**src/rtl/fifo_rd_ctrl_if.sv**
```systemverilog
// FIFO read-port and output-stream signals between the read controller and its neighbours.
// master = controller side (drives the read strobe and the stream), slave = FIFO/consumer side.
interface fifo_rd_ctrl_if #(
    parameter int W = 4
);
    logic         fifo_empty;
    logic [W-1:0] fifo_data;
    logic         fifo_rd_n;
    logic [W-1:0] m_data;
    logic         m_valid;
    logic         m_ready;

    modport master (
        input  fifo_empty, fifo_data, m_ready,
        output fifo_rd_n, m_data, m_valid
    );

    modport slave (
        output fifo_empty, fifo_data, m_ready,
        input  fifo_rd_n, m_data, m_valid
    );
endinterface

```
**src/rtl/fifo_rd_ctrl.sv**
```systemverilog
// Pops a fixed-latency FIFO into a RD_LAT+1 entry buffer and serves it as a valid/ready stream.
// Word reaches m_valid RD_LAT+1 edges after the read strobe; m_ready low stalls reads via credits.
module fifo_rd_ctrl #(
    parameter int W      = 4,
    parameter int RD_LAT = 1,
    parameter int CNT_W  = 8
) (
    input  logic             clk,
    input  logic             reset_n,
    input  logic             enable,
    fifo_rd_ctrl_if.master   bus,
    output logic [CNT_W-1:0] pop_cnt
);
    localparam int BUF = RD_LAT + 1;
    localparam int PW  = (BUF > 2) ? 2 : 1;
    localparam int OW  = PW + 1;

    logic [W-1:0]      buf_q [BUF];
    logic [PW-1:0]     head_q;
    logic [PW-1:0]     tail_q;
    logic [OW-1:0]     occ_q;
    logic [RD_LAT-1:0] inf_q;
    logic              pop;
    logic              cap;
    logic              rd;
    logic [3:0]        used;

    function automatic logic [PW-1:0] nxt(input logic [PW-1:0] p);
        return (p == PW'(BUF - 1)) ? '0 : p + PW'(1);
    endfunction

    assign pop  = bus.m_valid & bus.m_ready;
    assign cap  = inf_q[RD_LAT-1];

    // Buffered plus in-flight words, counting the slot freed by this cycle's pop.
    assign used = 4'(occ_q) + 4'($countones(inf_q)) - {3'b000, pop};
    assign rd   = reset_n & enable & ~bus.fifo_empty & (used < 4'(BUF));

    assign bus.fifo_rd_n = ~rd;
    assign bus.m_valid   = (occ_q != '0);
    assign bus.m_data    = buf_q[head_q];

    always_ff @(posedge clk) begin
        if (!reset_n) begin
            for (int i = 0; i < BUF; i++) begin
                buf_q[i] <= '0;
            end
            head_q  <= '0;
            tail_q  <= '0;
            occ_q   <= '0;
            inf_q   <= '0;
            pop_cnt <= '0;
        end else begin
            inf_q <= (inf_q << 1) | RD_LAT'(rd);
            if (cap) begin
                buf_q[tail_q] <= bus.fifo_data;
                tail_q        <= nxt(tail_q);
            end
            if (pop) begin
                head_q  <= nxt(head_q);
                pop_cnt <= pop_cnt + CNT_W'(1);
            end
            occ_q <= occ_q + OW'(cap) - OW'(pop);
        end
    end
endmodule

```
**src/flat_wrapper.sv**
```systemverilog
// flat-port wrapper written by rule: the top's interface ports become plain ports
module fifo_rd_ctrl_flat 
#(
    parameter int W      = 4,
    parameter int RD_LAT = 1,
    parameter int CNT_W  = 8
)
  (clk, reset_n, enable, pop_cnt, bus_fifo_empty, bus_fifo_data, bus_m_ready, bus_fifo_rd_n, bus_m_data, bus_m_valid);
  fifo_rd_ctrl_if #(.W(W)) bus_i ();
  input  logic clk;
  input  logic reset_n;
  input  logic enable;
  output logic [CNT_W-1:0] pop_cnt;
  input wire logic [$bits(bus_i.fifo_empty)-1:0] bus_fifo_empty;
  input wire logic [$bits(bus_i.fifo_data)-1:0] bus_fifo_data;
  input wire logic [$bits(bus_i.m_ready)-1:0] bus_m_ready;
  output wire logic [$bits(bus_i.fifo_rd_n)-1:0] bus_fifo_rd_n;
  output wire logic [$bits(bus_i.m_data)-1:0] bus_m_data;
  output wire logic [$bits(bus_i.m_valid)-1:0] bus_m_valid;
  assign bus_i.fifo_empty = bus_fifo_empty;
  assign bus_i.fifo_data = bus_fifo_data;
  assign bus_i.m_ready = bus_m_ready;
  assign bus_fifo_rd_n = bus_i.fifo_rd_n;
  assign bus_m_data = bus_i.m_data;
  assign bus_m_valid = bus_i.m_valid;
  fifo_rd_ctrl #(.W(W), .RD_LAT(RD_LAT), .CNT_W(CNT_W)) u_core (.clk(clk), .reset_n(reset_n), .enable(enable), .bus(bus_i), .pop_cnt(pop_cnt));
endmodule
```
**config.mk**
```make
export PLATFORM = sky130hd
export DESIGN_NAME = fifo_rd_ctrl_flat
export DESIGN_NICKNAME = d
export VERILOG_FILES = /design/src/rtl/fifo_rd_ctrl_if.sv /design/src/rtl/fifo_rd_ctrl.sv /design/src/flat_wrapper.sv
export SDC_FILE = /design/constraint.sdc
export NUM_CORES = 1
export LEC_CHECK = 0
export ABC_AREA = 0
export CAP_MARGIN = 15
export CORE_MARGIN = 5
export CORE_UTILIZATION = 48
export CTS_CLUSTER_DIAMETER = 100
export DETAILED_ROUTE_END_ITERATION = 10
export PLACE_DENSITY_LB_ADDON = 0.08
export SLEW_MARGIN = 20
export SYNTH_ARGS = -nofsm -noshare
export SYNTH_HDL_FRONTEND = slang
export SYNTH_SLANG_ARGS = --single-unit
```
**constraint.sdc**
```tcl
create_clock -name clk -period 2.46 [get_ports clk]
set_clock_uncertainty 0.05 [all_clocks]
set_input_delay 0.738 -clock clk [delete_from_list [all_inputs] [get_ports clk]]
set_output_delay 0.738 -clock clk [all_outputs]
set_load 0.01 [all_outputs]
```
==> metrics, run 1 <==
status=finished with violations; failing checks=setup timing; cells after synthesis=103; Max Fclk=0.371 GHz; worst setup slack after layout=-234 ps; Seq/Total Area, Yosys=50.1%; Die Wd=56.5 microns; Mapped Nets=119; clk sinks=22; Crit Path Category=reg -> out; Placer Congestion=0.789; filler instances=142; Initial Utilization=51.4%; Pins Over Slew Limit=0; die area=0.00320 sq mm; VDD IR max=577 uV; Port-buffer cells=22; hold wc startpoint=u_core.pop_cnt[7]$_SDFFE_PN0P_; Inst Count DP=159; CTS tree=done; worst min path class=reg -> reg; number of hold buffers added after cts=0; area of the multi-input gates=529 sq um; CTS Buf Count=3; fin cells=174; Syn Std Cell Area=0.00104 sq mm; P_leak=0.610 nW; area grow syn2layout=46.1%; I/O Pins=23; Detailed Route WL=2330 microns; layout cells sized above 1=27.2%; via/cell ratio=4.99; CTS max path bufs=2; final worst path period share=110%; pwr dens=777 mW/mm^2; GR Overflow Total=0; Yosys reg bits=22; antenna-violating nets left=0; total track usage=15.6%; Die Height=56.5 microns; final setup vio count=2; DR pass1 iterations=4; crit path max fanout=2; design area=0.00152 sq mm; initial antenna violation count=0; largest net degree at the start of global routing=13; worst-margin pin slew=310 ps; CP startpoint=u_core.cap$_SDFF_PN0_; Mean Syn Cell Area=10.1 sq um; NumNets Final=164; Crit path required time=1670 ps; core area=0.00202 sq mm; Rows=16; CP Capture Type=output port; DP Area=0.00135 sq mm; DR vias=869; distinct cell type count after synthesis=27; synth warn=0; max_slew headroom=79.2%; vias in the first global route=859; max cap viols=0; final-report hold violation count=0; Antenna Diode Count=0; crit path time final=2690 ps; Post-DP HPWL=1590 microns; Reg area=523 sq um; initial drt markers=22; crit path DAT=1910 ps; Avg WL per Cell=13.4 microns; worst skew pair latency=300 ps; first-pass GRT wire length=3830 microns; CTS Root Cell=clkbuf_4; clock slew at reported path FFs=120 ps; RSZ-0062 raised after global routing=yes; DRC violation count after routing=0; H-tree levels=1; r2r startpoint=u_core.cap$_SDFF_PN0_; critical path launch point type=flip-flop
sequential cells by signal (all words and copies together), names as in the netlist, named ones only:
name            count
u_core.buf_q        8
u_core.cap          1
u_core.head_q       1
u_core.occ_q        2
u_core.pop_cnt      8
u_core.tail_q       1
placed cells by master, fill, tap and decap left out, drive strengths merged:
master,netlist,layout
buf,2,21
clkdlybuf4s50,0,20
nor2,17,17
dfxtp,14,14
nand2,12,12
edfxtp,8,8
ha,7,7
inv,6,6
mux2,4,4
nand2b,4,4
a21oi,4,4
xor2,4,4
mux2i,3,3
clkbuf,0,3
clkinv,1,2
xnor2,2,2
nand4,2,2
o31ai,2,2
or4,2,2
o21ai,2,2
nand4b,1,1
a211o,1,1
a211oi,1,1
nand3,1,1
o211ai,1,1
or3,1,1
and2,1,1
clkdlybuf4s15,0,1
cell type report:
class / count / share of cell area [%]
inverters: 7 / 1.73
repair buffers: 42 / 25.0
flip-flops and latches: 22 / 34.4
clock inverters: 1 / 0.247
clock buffers: 3 / 1.48
well taps: 27 / 2.22
multi-input cells: 72 / 34.8
worst max-delay path: stages (launching register included):
cell	delay, ps
dfxtp_2	370
ha_4	140
inv_2	40
ha_4	250
inv_2	40
ha_4	240
nand4b_1	130
a211o_1	250
buf_2	140
metrics by stage:
stage / util (%) / worst slack, ps / TNS (ps) / hold WS, ps / power (mW)
after floorplan: - / 3.76 / 0 / 408 / 0.710
after global placement: 66.5 / -782 / -898 / 412 / 0.883
after detailed placement: 66.5 / -832 / -977 / 426 / 0.904
after CTS: 74.8 / -201 / -201 / 445 / 1.17
after global routing: 75.1 / -312 / -575 / 451 / 1.26
final: 75.1 / -234 / -413 / 443 / 1.18
logic make-up after synthesis:
logic type,after synthesis,share of synthesized area (%)
AND/OR/NAND/NOR,41,18.2
multiplexers,7,7.22
adder cells (fa/ha/maj),7,8.42
buffers and inverters,9,4.09
AO/OA/AOI/OAI,11,6.98
flip-flops,22,50.1
XOR/XNOR,6,5.05
what timing repair did:
action | in CTS | in global routing
gates resized for setup | 22 | 0
buffers inserted | 10 | 1
endpoints found under the setup margin | 1 | 2
endpoints found under the hold margin | 0 | 0
pin swaps | 7 | 1
power by group:
| group | switching (mW) | internal, mW | total, mW | leakage [nW] |
|---|---|---|---|---|
| sequential | 0.0393 | 0.435 | 0.474 | 0.197 |
| clock | 0.107 | 0.0592 | 0.166 | 0.0154 |
| combinational | 0.236 | 0.305 | 0.541 | 0.397 |
per-layer routing:
layer  GRT usage, %  vias up  wire [microns]
met5              0        -               0
met4           6.10        0              25
met3           2.98        4              92
met2           28.2       17            1150
met1           17.7      409            1060
li1               -      439               -
Yosys cell counts, drive strengths merged:
cell type,count,area [sq um]
nor2,17,63.8
dfxtp,14,280
nand2,12,45.0
edfxtp,8,240
ha,7,87.6
inv,6,22.5
a21oi,4,20.0
mux2,4,45.0
nand2b,4,25.0
xor2,4,35.0
mux2i,3,30.0
buf,2,16.3
nand4,2,12.5
o21ai,2,13.8
o31ai,2,15.0
or4,2,15.0
xnor2,2,17.5
a211o,1,8.76
a211oi,1,7.51
and2,1,6.26
clkinv,1,3.75
nand3,1,5.00
nand4b,1,8.76
o211ai,1,7.51
or3,1,7.51
path summary, 6_finish.rpt:
| path | to | slack, ps | cells after the start |
|---|---|---|---|
| worst max-delay path | bus_fifo_rd_n | -230 | 8 |
| worst min-delay path | u_core.pop_cnt[7]$_SDFFE_PN0P_ | 440 | 2 |
| worst max register to register | u_core.cap$_SDFF_PN0_ | -180 | 17 |
| worst min register to register | u_core.pop_cnt[7]$_SDFFE_PN0P_ | 440 | 2 |
No activity file was read; power rests on OpenSTA's default activity.
==> run 2: changes to the inputs <==
--- a/config.mk
+++ b/config.mk
@@ -5,10 +5,10 @@
 export SDC_FILE = /design/constraint.sdc
 export NUM_CORES = 1
 export LEC_CHECK = 0
-export ABC_AREA = 0
+export ABC_AREA = 1
 export CAP_MARGIN = 15
 export CORE_MARGIN = 5
-export CORE_UTILIZATION = 48
+export CORE_UTILIZATION = 49
 export CTS_CLUSTER_DIAMETER = 100
 export DETAILED_ROUTE_END_ITERATION = 10
 export PLACE_DENSITY_LB_ADDON = 0.08
==> run 2 against run 1 <==
  * The run still ends with setup timing left
  * Combinational power is 15% lower
  * Clock-buffer cell count unchanged
  * Cell count grew 8.0%
  * Final area shrank 3.2%
  * Critical endpoint unchanged
  * Critical path type unchanged
  * Area after synthesis up 4.7%
  * Highest routed layer unchanged
  * Non-clock buffer count decreased by 8
  * Worst setup slack improved by 160 ps
  * Flip-flop and latch count unchanged
  * Utilization fell by 7.4 points
  * First-iteration DRC count is 68% lower
  * Global-route usage shrank 2.7 points
==> metrics, run 2 <==
status=finished with violations; failing checks=setup timing; Placer Congestion=0.682 (-14%); Initial Utilization=50.2% (-1.3 points); final setup vio count=1 (-1); antenna-violating nets left=0 (unchanged); VDD IR max=569 uV (-1.3%); Synth top cells by count=inv_1, nand2_1, nor2_1, dfxtp_1, edfxtp_1; distinct cell type count after synthesis=22 (-19%); Avg WL per Cell=10.3 microns (-23%); cells after synthesis=125 (+21%); CP Capture Type=output port; async set-reset flop share out of synthesis=0% (unchanged); Crit Path Category=reg -> out; Yosys top cell area share=25.7% (-1.2 points); synth warn=0 (unchanged); worst-path cell chain=ha_4 -> inv_2 -> ha_4 -> inv_2 -> ha_4 -> nand4_1 -> nor2_1 -> nand2_1 -> buf_2; Hold Crit Depth=1 (-1); top flop regs=u_core.buf_q x8, u_core.pop_cnt x8, u_core.occ_q x2; Port-buffer cells=22 (unchanged); DR vias=892 (+2.6%); DRC violation count after routing=0 (unchanged); clock slew at reported path FFs=120 ps (about the same); CP bufs+invs=3 (unchanged); Yosys reg bits=22 (unchanged); RSZ-0062 raised after global routing=yes; Max stage delay on crit path=370 ps (about the same); Crit path required time=1670 ps (about the same); first-pass GRT wire length=3300 microns (-14%); CTS max path bufs=2 (unchanged); final-report hold violation count=0 (unchanged); CTS tree=done; dominant cell type by area after synthesis=dfxtp_1; Max Fclk=0.395 GHz (+6.3%); Worst R2R Path Depth=10 (-7); crit path max fanout=2 (unchanged); initial drt markers=7 (-68%); NumNets Final=177 (+7.9%); clk sinks=22 (unchanged); Critical-path top delay cell=dfxtp_2; pwr dens=746 mW/mm^2 (-4.0%); fin cells=188 (+8.0%); worst skew pair latency=300 ps (about the same); Die Height=57.1 microns (+1.0%); Inst Count DP=183 (+15%); worst min path class=reg -> reg; crit path time final=2530 ps (-160 ps); hold wc startpoint=u_core.head_q$_SDFFE_PN0P_; GR Overflow Total=0 (unchanged); Area contributors post-synth=dfxtp_1, edfxtp_1, ha_1; Post-DP HPWL=1440 microns (-9.2%); Mapped Nets=141 (+18%); Post-synth top flop=dfxtp_1; reg-to-reg endpoint=u_core.occ_q[1]$_SDFF_PN0_; total track usage=12.9% (-2.7 points); critical path launch point type=flip-flop; I/O Pins=23 (unchanged); P_leak=0.665 nW (+9.0%); initial antenna violation count=0 (unchanged); Syn Std Cell Area=0.00109 sq mm (+4.7%); Rows=17 (+1); Mean Syn Cell Area=8.71 sq um (-14%); worst setup slack after layout=-74.6 ps (+160 ps); number of hold buffers added after cts=0 (unchanged); commonest non-fill, non-tap cells in the layout=inv_1, nand2_1, clkdlybuf4s50_1; max_slew headroom=84.8% (+5.6 points); CTS Buf Count=3 (unchanged); crit path DAT=1750 ps (-160 ps); layout cells sized above 1=20.6% (-6.6 points); Seq/Total Area, Yosys=47.8% (-2.2 points); most used cell along the critical path=ha_4; CTS Root Cell=clkbuf_4; Worst path top cell family by delay=adder cells; area grow syn2layout=35.1%; max cap viols=0 (unchanged); r2r startpoint=u_core.occ_q[0]$_SDFF_PN0_; final worst path period share=103% (-6.5 points); largest net degree at the start of global routing=17 (+4); core area=0.00217 sq mm (+7.3%); H-tree levels=1 (unchanged); via/cell ratio=4.74 (-5.0%); Detailed Route WL=1940 microns (-17%); Post-synth EDFFs=8 (unchanged); DR pass1 iterations=4 (unchanged); Pins Over Slew Limit=0 (unchanged); setup TNS=-74.6 ps (+338 ps); Antenna Diode Count=0 (unchanged); die area=0.00326 sq mm (+2.1%); Util after Layout=67.8% (-7.4 points); Die Wd=57.1 microns (+1.0%); worst-margin pin slew=227 ps (-82.6 ps); vias in the first global route=818 (-4.8%); CP startpoint=u_core.occ_q[0]$_SDFF_PN0_; reg2reg setup slack=770 ps (+950 ps); top-count cell post-synth=inv_1
==> run 2: area by class of cell <==
cell class                 instances  area, sq um
tap                               28         35.0
fill                             185          699
clock inverter                     1         3.75
inverter                          23         86.3
multi-input combinational         77          495
timing repair buffer              34          304
sequential                        22          523
clock buffer                       3         22.5
==> run 2: metal layers <==
layer  share of wire, %  global-route usage [%]  vias up
li1                   -                       -      471
met1                 43                    13.5      405
met2                 52                    24.0       14
met3                5.0                    3.17        2
met4               0.62                    5.96        0
met5                  0                       0        -
==> run 2: worst max path at each step <==
stage,to,slack [ps],cells after the start
floorplan,bus_fifo_rd_n,280,8
global placement,bus_fifo_rd_n,-720,8
detailed placement,bus_fifo_rd_n,-770,8
CTS,bus_fifo_rd_n,-90,9
global route,bus_fifo_rd_n,-170,9
finish,bus_fifo_rd_n,-70,9
==> run 2: kinds of logic (layout without fill, tap and decap cells) <==
logic type               after synthesis  count (layout)  share of synthesized area, %
multiplexers                           4               4                          4.14
XOR/XNOR                               2               2                          1.61
buffers and inverters                 26              61                          10.3
AND/OR/NAND/NOR                       50              50                          21.2
flip-flops                            22              22                          47.8
adder cells (fa/ha/maj)                7               7                          8.05
AO/OA/AOI/OAI                         14              14                          6.90
==> run 2: power by group <==
part | internal, mW | leakage, nW | switching (mW)
registers | 0.430 | 0.197 | 0.0421
clock network | 0.0592 | 0.0154 | 0.106
logic | 0.256 | 0.453 | 0.204
total | 0.745 | 0.665 | 0.351
==> run 2: metrics by stage <==
stage | area [sq um] | power (mW) | hold WS (ps) | setup slack (ps)
final | 1470 | 1.10 | 406 | -74.6
after global placement | 1400 | 0.878 | 384 | -721
after CTS | 1470 | 1.11 | 407 | -92.0
after detailed placement | 1400 | 0.896 | 394 | -772
after global routing | 1470 | 1.18 | 429 | -165
after floorplan | 1090 | 0.689 | 375 | 278
==> run 2: repair_timing <==
| action | 4_1_cts | 5_1_grt |
|---|---|---|
| resized for setup | 15 | 0 |
| buffers inserted | 1 | 0 |
| setup endpoints to repair | 1 | 1 |
| pin swaps | 8 | 0 |
==> run 2: worst register-to-register path: stages (launching register included) <==
cell     delay (ps)
dfxtp_2         350
buf_4           130
nor2_2           90
buf_4           130
nor2_4           30
ha_1            260
inv_1            40
ha_1            170
xnor2_1         190
o21ai_1          90
a21oi_1         110
==> run 3: changes to the inputs <==
--- a/config.mk
+++ b/config.mk
@@ -7,6 +7,7 @@
 export LEC_CHECK = 0
 export ABC_AREA = 1
 export CAP_MARGIN = 15
+export CORE_ASPECT_RATIO = 1.25
 export CORE_MARGIN = 5
 export CORE_UTILIZATION = 49
 export CTS_CLUSTER_DIAMETER = 100
==> run 3 against run 2 <==
  * The flow still finishes with violations (setup timing)
  * Clock power grew 17%
  * Register-to-register slack is essentially flat
  * Combinational power grew 1%
==> metrics, run 3 (synthesis results as in run 2) <==
status=finished with violations; failing checks=setup timing; first-pass GRT wire length=3680 microns (+12%); GR Overflow Total=0 (unchanged); fin cells=190 (+1.1%); Die Wd=52.2 microns (-8.7%); metal2 WL=1100 microns (+10%); vias in the first global route=896 (+9.5%); crit path DAT=1800 ps (+50 ps); worst setup slack after layout=-126 ps (-51.4 ps); RSZ-0062 raised after global routing=yes; P_leak=0.665 nW (about the same); Final Total Pwr=1.13 mW (+3.1%); DR vias=877 (-1.7%); final setup vio count=1 (unchanged); layout cells sized above 1=21.4% (+0.76 points); Avg WL per Cell=10.9 microns (+5.7%); max cap viols=0 (unchanged); Crit Path Category=reg -> out; final worst path period share=105% (+2.1 points); clock slew at reported path FFs=120 ps (about the same); CP Capture Type=output port; area grow syn2layout=36.0%; met3 routed WL=96 microns (-1.0%); CTS Root Cell=clkbuf_4; critical path launch point type=flip-flop; Antenna Diode Count=0 (unchanged); crit path max fanout=2 (unchanged); Inst Count DP=184 (+0.55%); I/O Pins=23 (unchanged); WL met1=856 microns (+3.4%); die area=0.00327 sq mm (+0.18%); DRC violation count after routing=0 (unchanged); CP startpoint=u_core.occ_q[0]$_SDFF_PN0_; Pins Over Slew Limit=0 (unchanged); Detailed Route WL=2070 microns (+6.8%); pwr dens=764 mW/mm^2 (+2.4%); commonest non-fill, non-tap cell in the layout=inv_1; reg-to-reg endpoint=u_core.occ_q[1]$_SDFF_PN0_; number of hold buffers added after cts=0 (unchanged); commonest non-fill, non-tap cells in the layout=inv_1, nand2_1, clkdlybuf4s50_1; Placer Congestion=0.718 (+5.3%); CTS Buf Count=3 (unchanged); r2r startpoint=u_core.occ_q[0]$_SDFF_PN0_; Max Fclk=0.387 GHz (-2.0%); initial antenna violation count=0 (unchanged); DR pass1 iterations=4 (unchanged); Setup crit end=bus_fifo_rd_n; worst min path class=reg -> reg; initial drt markers=24 (+17); CTS max path bufs=2 (unchanged); CTS tree=done; VDD IR max=694 uV (+22%); NumNets Final=176 (-0.56%); Initial Utilization=50.3% (+0.15 points); setup TNS=-126 ps (-51.4 ps); total track usage=14.5% (+1.6 points); reg2reg setup slack=760 ps (about the same); Crit path required time=1670 ps (about the same); final hold slack=423 ps (+17.5 ps); final-report hold violation count=0 (unchanged); worst skew pair latency=300 ps (about the same); top flop regs=u_core.buf_q x8, u_core.pop_cnt x8, u_core.occ_q x2; crit path time final=2590 ps (+51.4 ps); clk sinks=22 (unchanged); worst-margin pin slew=227 ps (-0.467 ps); Rows=19 (+2); Die Height=62.7 microns (+9.7%); H-tree levels=1 (unchanged); Port-buffer cells=22 (unchanged); Worst R2R Path Depth=10 (unchanged); antenna-violating nets left=0 (unchanged); via/cell ratio=4.62 (-2.7%); max_slew headroom=84.8% (about the same); top sig layer=met4; largest net degree at the start of global routing=17 (unchanged); Post-DP HPWL=1540 microns (+7.2%); core area=0.00216 sq mm (-0.29%)
==> run 3: cell types whose count changed in the layout (fill, tap and decap cells not counted), sizes merged <==
cell	delta
buf	-1
clkbuf	+1
clkdlybuf4s15	+1
clkinv	-1
dlygate4sd2	-1
==> run 3: timing repair <==
item,CTS,global route
gates cloned,0,0
pin swaps,8,2
setup endpoints to repair,1,1
buffers inserted,2,0
resized for setup,16,1
endpoints found under the hold margin,0,0
==> run 3: cell type report <==
type	instances	area (sq um)
fill	182	683
clock buffer	4	36.3
sequential	22	523
multi-input combinational	77	498
tap	31	38.8
timing repair buffer	33	298
inverter	23	86.3
==> run 3: worst min path at each step <==
| stage | startpoint | to | slack (ps) | cells past startpoint |
|---|---|---|---|---|
| 2_1_floorplan | u_core.head_q$_SDFFE_PN0P_ | flip-flop | 380 | 1 |
| 3_3_place_gp | u_core.head_q$_SDFFE_PN0P_ | u_core.head_q$_SDFFE_PN0P_ | 380 | 1 |
| 3_5_place_dp | u_core.head_q$_SDFFE_PN0P_ | u_core.head_q$_SDFFE_PN0P_ | 400 | 1 |
| 4_1_cts | u_core.head_q$_SDFFE_PN0P_ | u_core.head_q$_SDFFE_PN0P_ | 420 | 1 |
| 5_1_grt | u_core.head_q$_SDFFE_PN0P_ | u_core.head_q$_SDFFE_PN0P_ | 450 | 1 |
| 6_report | u_core.head_q$_SDFFE_PN0P_ | u_core.head_q$_SDFFE_PN0P_ | 420 | 1 |
==> run 3: power by group <==
group | total, mW | internal, mW | switching, mW
clock | 0.193 | 0.0902 | 0.103
sequential | 0.471 | 0.430 | 0.0416
combinational | 0.466 | 0.257 | 0.209
total | 1.13 | 0.777 | 0.353
==> run 3: worst max-delay path, cell delays in order (launching register included) <==
cell and delay (ps):
dfxtp_2 370, ha_4 140, inv_2 40, ha_4 240
inv_2 40, ha_4 240, nand4_1 90, nor2_1 120
nand2_1 80, buf_2 140
==> run 3: metal layers <==
layer	up-vias	global-route usage (%)
met1	390	17.1
met2	18	25.3
met3	2	2.39
met5	-	0
met4	0	5.75
li1	467	-
==> run 3: metrics by stage <==
stage / setup WS [ps] / utilization, % / instance area, sq um
after floorplan: 278 / - / 1090
after global placement: -720 / 64.2 / 1390
after detailed placement: -774 / 64.2 / 1390
after CTS: -101 / 68.3 / 1480
after global routing: -236 / 68.4 / 1480
final: -126 / 68.4 / 1480
==> variant 1, RTL diff (config.mk and constraints of run 3) <==
`CNT_W` is set to 8 in 2 places; all go to 6.
--- a/src/rtl/fifo_rd_ctrl.sv
+++ b/src/rtl/fifo_rd_ctrl.sv
@@ -5,3 +5,3 @@
     parameter int RD_LAT = 1,
-    parameter int CNT_W  = 8
+    parameter int CNT_W  = 6
 ) (
--- a/src/flat_wrapper.sv
+++ b/src/flat_wrapper.sv
@@ -5,3 +5,3 @@
     parameter int RD_LAT = 1,
-    parameter int CNT_W  = 8
+    parameter int CNT_W  = 6
 )
Interface: changed (resized pop_cnt); port bits go from 23 to 21. The function was not compared with the original's and may differ.
==> variant 1 against run 3 <==
  * Sequential cell count decreased by 2
  * Worst setup slack barely moved
  * Global-route usage shrank 0.069 points
  * Highest routed layer unchanged
  * Critical path type is now input pin to output port
  * Wire length decreased by 6.8%
  * Total power grew 4.1%
  * The flow still finishes with violations (setup timing)
  * Core utilization increased by 2.6 points
  * Area after synthesis shrank 11%
  * Maximum frequency is essentially flat
  * Critical path depth shrank 1
  * Sequential share of layout area hardly changed
  * Via count fell by 6.8%
  * Cell area down 7.1%
  * Clock power up 38%
==> variant 1: results (changes against run 3) <==
| Metric | Value |
|---|---|
| Status | finished, violations left (unchanged) |
| Violated checks | setup timing (unchanged) |
| Avg WL per Cell | 11.56 um (was 10.91 um) |
| Leakage power | 0.0006161 uW (was 0.0006654 uW) |
| Final Setup Violations | 1 (unchanged) |
| Crit-path leading delay family | simple AND/OR/NAND/NOR gates (was adder cells) |
| RD Place Congestion | 0.7587 (was 0.7181) |
| Initial DRC Count | 8 (was 24) |
| Most frequent cells after synthesis | 23 x nor2_1, 19 x inv_1, 16 x nand2_1 (was 23 x inv_1, 21 x nand2_1, 17 x nor2_1) |
| Pin count of the biggest net entering global routing | 15 (was 17) |
| Nets | 164 (was 176) |
| Measured slew at the worst slew-check pin | 239.4 ps (was 226.9 ps) |
| M2 GR Usage | 26.00% (was 25.31%) |
| Core Rows | 18 (was 19) |
| Slowest cell on crit path | dlygate4sd2_1 (was dfxtp_2) |
| Global-route wire length before repair | 3318 um (was 3684 um) |
| Final setup margin | -125.6 ps (was -126.0 ps) |
| HPWL after DPL | 1475 um (was 1543 um) |
| GRT met3 Usage | 2.993% (was 2.387%) |
| VDD IR max | 0.7414 mV (was 0.6936 mV) |
| Place WS | -789.1 ps (was -774.1 ps) |
| Met3 routed WL | 82 um (was 96 um) |
| Syn avg cell area | 8.614 um2 (was 8.708 um2) |
| Total number of vias | 817 (was 877) |
| Critical Path Max Stage Delay | 220 ps (was 370 ps) |
| GR Util All Layers | 14.44% (was 14.50%) |
variant 1: cell count changes after synthesis, sizes merged, moves of 3 or more:
cell	run 3	this run
nand2	21	17
inv	23	19
a21oi	7	4
nand3	3	6
nand4	5	2
nor2	20	24
variant 1: area by class of cell:
class / instances / area [um2]
Clock inverter: 1 / 30.03
Tap cell: 20 / 25.02
Sequential cell: 20 / 485.5
Inverter: 19 / 71.32
Fill cell: 150 / 561.8
Timing Repair Buffer: 31 / 276.5
Multi-Input combinational cell: 73 / 464.2
Clock buffer: 3 / 22.52
variant 1: cells by family after synthesis:
logic type               synth area share (%)
AO/OA/AOI/OAI                           4.627
XOR/XNOR                                1.800
adder cells (fa/ha/maj)                 8.997
buffers and inverters                   7.840
flip-flops                              49.36
multiplexers                            4.627
AND/OR/NAND/NOR                         22.75
variant 1: path summary, 6_finish.rpt:
kind,start,to,slack (ps),depth (start not counted)
min,u_core.head_q,register,420,1
max,bus_m_ready,bus_fifo_rd_n,-130,8
min reg2reg,u_core.head_q,register,420,1
max reg2reg,u_core.occ_q[0],u_core.occ_q[1],690,9
variant 1: timing repair:
item	4_1_cts	5_1_grt
setup endpoints to repair	1	1
pin swaps	7	3
gates resized for setup	17	1
buffers inserted	0	0
variant 1: report_power, final:
part,internal [uW],switching [uW],leakage (uW)
logic,257,212,0.000407
registers,400,40.3,0.000182
clock network,165,103,0.0000279
total,821,355,0.000616
variant 1: per-stage QoR:
stage	setup TNS [ps]	area, um2	utilization, %	power, uW
after floorplan	0	973.4	-	647.5
after global placement	-730.7	1276	65.89	845.7
after detailed placement	-807.6	1276	65.89	865.9
after CTS	-117.7	1373	70.87	1183
after global routing	-179.5	1375	70.99	1264
final	-125.6	1375	70.99	1176
==> variant 2, RTL diff (flow settings as in run 3) <==
Made on the original files. Make the reset (`reset_n`) asynchronous in one clocked block.
--- a/src/rtl/fifo_rd_ctrl.sv
+++ b/src/rtl/fifo_rd_ctrl.sv
@@ -42,3 +42,3 @@
 
-    always_ff @(posedge clk) begin
+    always_ff @(posedge clk or negedge reset_n) begin
         if (!reset_n) begin
Behaviour: differs if reset_n is asserted again (counterexample within 4 cycles, from zero or initial values and one cycle with reset_n low); with reset_n held inactive, the same outputs for 10 cycles.
==> variant 2 against run 3 <==
  * The flow still finishes with violations (setup timing)
  * Core utilization rose by 5.0 points
  * Via count increased by 5.6%
  * Cell area grew 7.3%
  * Wire length increased by 19%
  * Area after synthesis is 0.80% higher
  * Sequential cell count down 1
  * Synthesized cell count rose by 1.6%
  * Worst setup slack got worse by 65 ps
  * Worst hold slack improved by 35 ps
  * Critical endpoint unchanged
Power is not compared: it rests on default switching activity, and its combinational part moved more than twofold at a synthesized area within 25%.
==> variant 2: results (changes against run 3) <==
| Metric | Value |
|---|---|
| Global-route wire length before repair | 4112 um (was 3684 um) |
| WL met2 | 1313 um (was 1103 um) |
| PostCTS Resize Cnt | 18 (was 16) |
| Critical Path Max Stage Delay | 390 ps (was 370 ps) |
| Layout cells sized above 1 | 27.17% (was 21.38%) |
| Avg WL per Cell | 12.05 um (was 10.91 um) |
| Violated checks | setup timing (unchanged) |
| Postcts setup bufs | 9 (was 2) |
| Drt first pass iters | 2 (was 4) |
| Total number of vias | 926 (was 877) |
| HPWL after DPL | 1660 um (was 1543 um) |
| Syn nets | 143 (was 141) |
| Syn avg cell area | 8.640 um2 (was 8.708 um2) |
| CTS Buf Count | 3 (unchanged) |
| Met3 routed WL | 67 um (was 96 um) |
| Pin count of the biggest net entering global routing | 22 (was 17) |
| Sequential area share after synthesis | 47.89% (was 47.82%) |
| FILL cells | 174 (was 182) |
| Initial DRC Count | 13 (was 24) |
| GR Util All Layers | 16.47% (was 14.50%) |
| Reg-to-reg slack, setup | -170 ps (was 760 ps) |
| Critical path arrival | 1860 ps (was 1800 ps) |
| Crit-path leading delay family | adder cells (unchanged) |
| Measured slew at the worst slew-check pin | 504.9 ps (was 226.9 ps) |
| Status | finished, violations left (unchanged) |
| Fraction of registers with async set/reset | 100.0% (was 0%) |
| M2 GR Usage | 29.66% (was 25.31%) |
| Slowest cell on crit path | dfrtp_1 (was dfxtp_2) |
| Final setup margin | -191.1 ps (was -126.0 ps) |
| Nets | 190 (was 176) |
| Met1 Usage GRT | 18.20% (was 17.09%) |
| Met1 WL | 1015 um (was 856 um) |
| Routed WL | 2459 um (was 2073 um) |
| Die Wd | 52.33 um (was 52.16 um) |
| Final Setup Violations | 2 (was 1) |
| CTS Root Cell | clkbuf_4 (unchanged) |
| Largest cells by area after synthesis | dfrtp_1 48%, nand2_1 14%, ha_1 8.0%, inv_1 5.5%, xor2_1 4.0% (was dfxtp_1 26%, edfxtp_1 22%, ha_1 8.0%, inv_1 7.9%, nand2_1 7.2%) |
| Top_reg_cell synth | dfrtp_1 (was dfxtp_1) |
| IO Port Bufs | 22 (unchanged) |
| Synth cell types | 19 (was 22) |
| Initial antenna violation count | 0 (unchanged) |
| RD Place Congestion | 0.7093 (was 0.7181) |
| Number of global-route vias before repair | 983 (was 896) |
| Most frequent cells after synthesis | 42 x nand2_1, 21 x dfrtp_1, 16 x inv_1 (was 23 x inv_1, 21 x nand2_1, 17 x nor2_1) |
| Diodes inserted | 0 (unchanged) |
| Synth Warn # | 0 (unchanged) |
-- variant 2: power groups by stage --
stage / combinational, uW / clock (uW) / sequential [uW]
after floorplan: 434 / 0 / 624
after global placement: 826 / 0 / 615
after detailed placement: 850 / 0 / 623
after CTS: 928 / 169 / 616
after global routing: 1040 / 188 / 637
final: 940 / 161 / 616
-- variant 2: through the flow --
step	worst slack, ps	TNS, ps	hold WS (ps)	instance area (um2)
after floorplan	255.8	0	392.4	1097
after global placement	-709.0	-709.0	419.1	1434
after detailed placement	-736.3	-736.3	429.2	1434
after CTS	-163.2	-163.2	458.0	1577
after global routing	-351.3	-676.0	472.0	1588
final	-191.1	-358.9	458.4	1588
-- variant 2: worst paths after layout --
kind | from | endpoint | cells past startpoint
max in group asynchronous | reset_n | u_core.tail_q | 2
worst max register to register | u_core.cap | u_core.cap | 19
min in group asynchronous | reset_n | u_core.buf_q[3] | 2
worst min register to register | u_core.buf_q[5] | u_core.buf_q[5] | 2
worst max-delay path | u_core.cap | bus_fifo_rd_n | 9
worst min-delay path | u_core.buf_q[5] | u_core.buf_q[5] | 2
-- variant 2: cells by family (layout without fill, tap and decap cells) --
family                   count (synthesis)  in the layout  synth area share (%)
adder cells (fa/ha/maj)                  7              7                 7.981
AO/OA/AOI/OAI                            9              9                 4.105
AND/OR/NAND/NOR                         60             60                 26.00
buffers and inverters                   22             68                 7.640
flip-flops                              21             21                 47.89
XOR/XNOR                                 8              8                 6.386
-- variant 2: layout make-up --
cell class	count	area, um2	share of cell area, %
clock buffers	3	22.52	1.418
repair buffers	43	401.6	25.30
clock inverters	1	5.005	0.3152
multi-input cells	84	515.5	32.47
well taps	31	38.79	2.443
inverters	21	78.83	4.965
flip-flops and latches	21	525.5	33.10
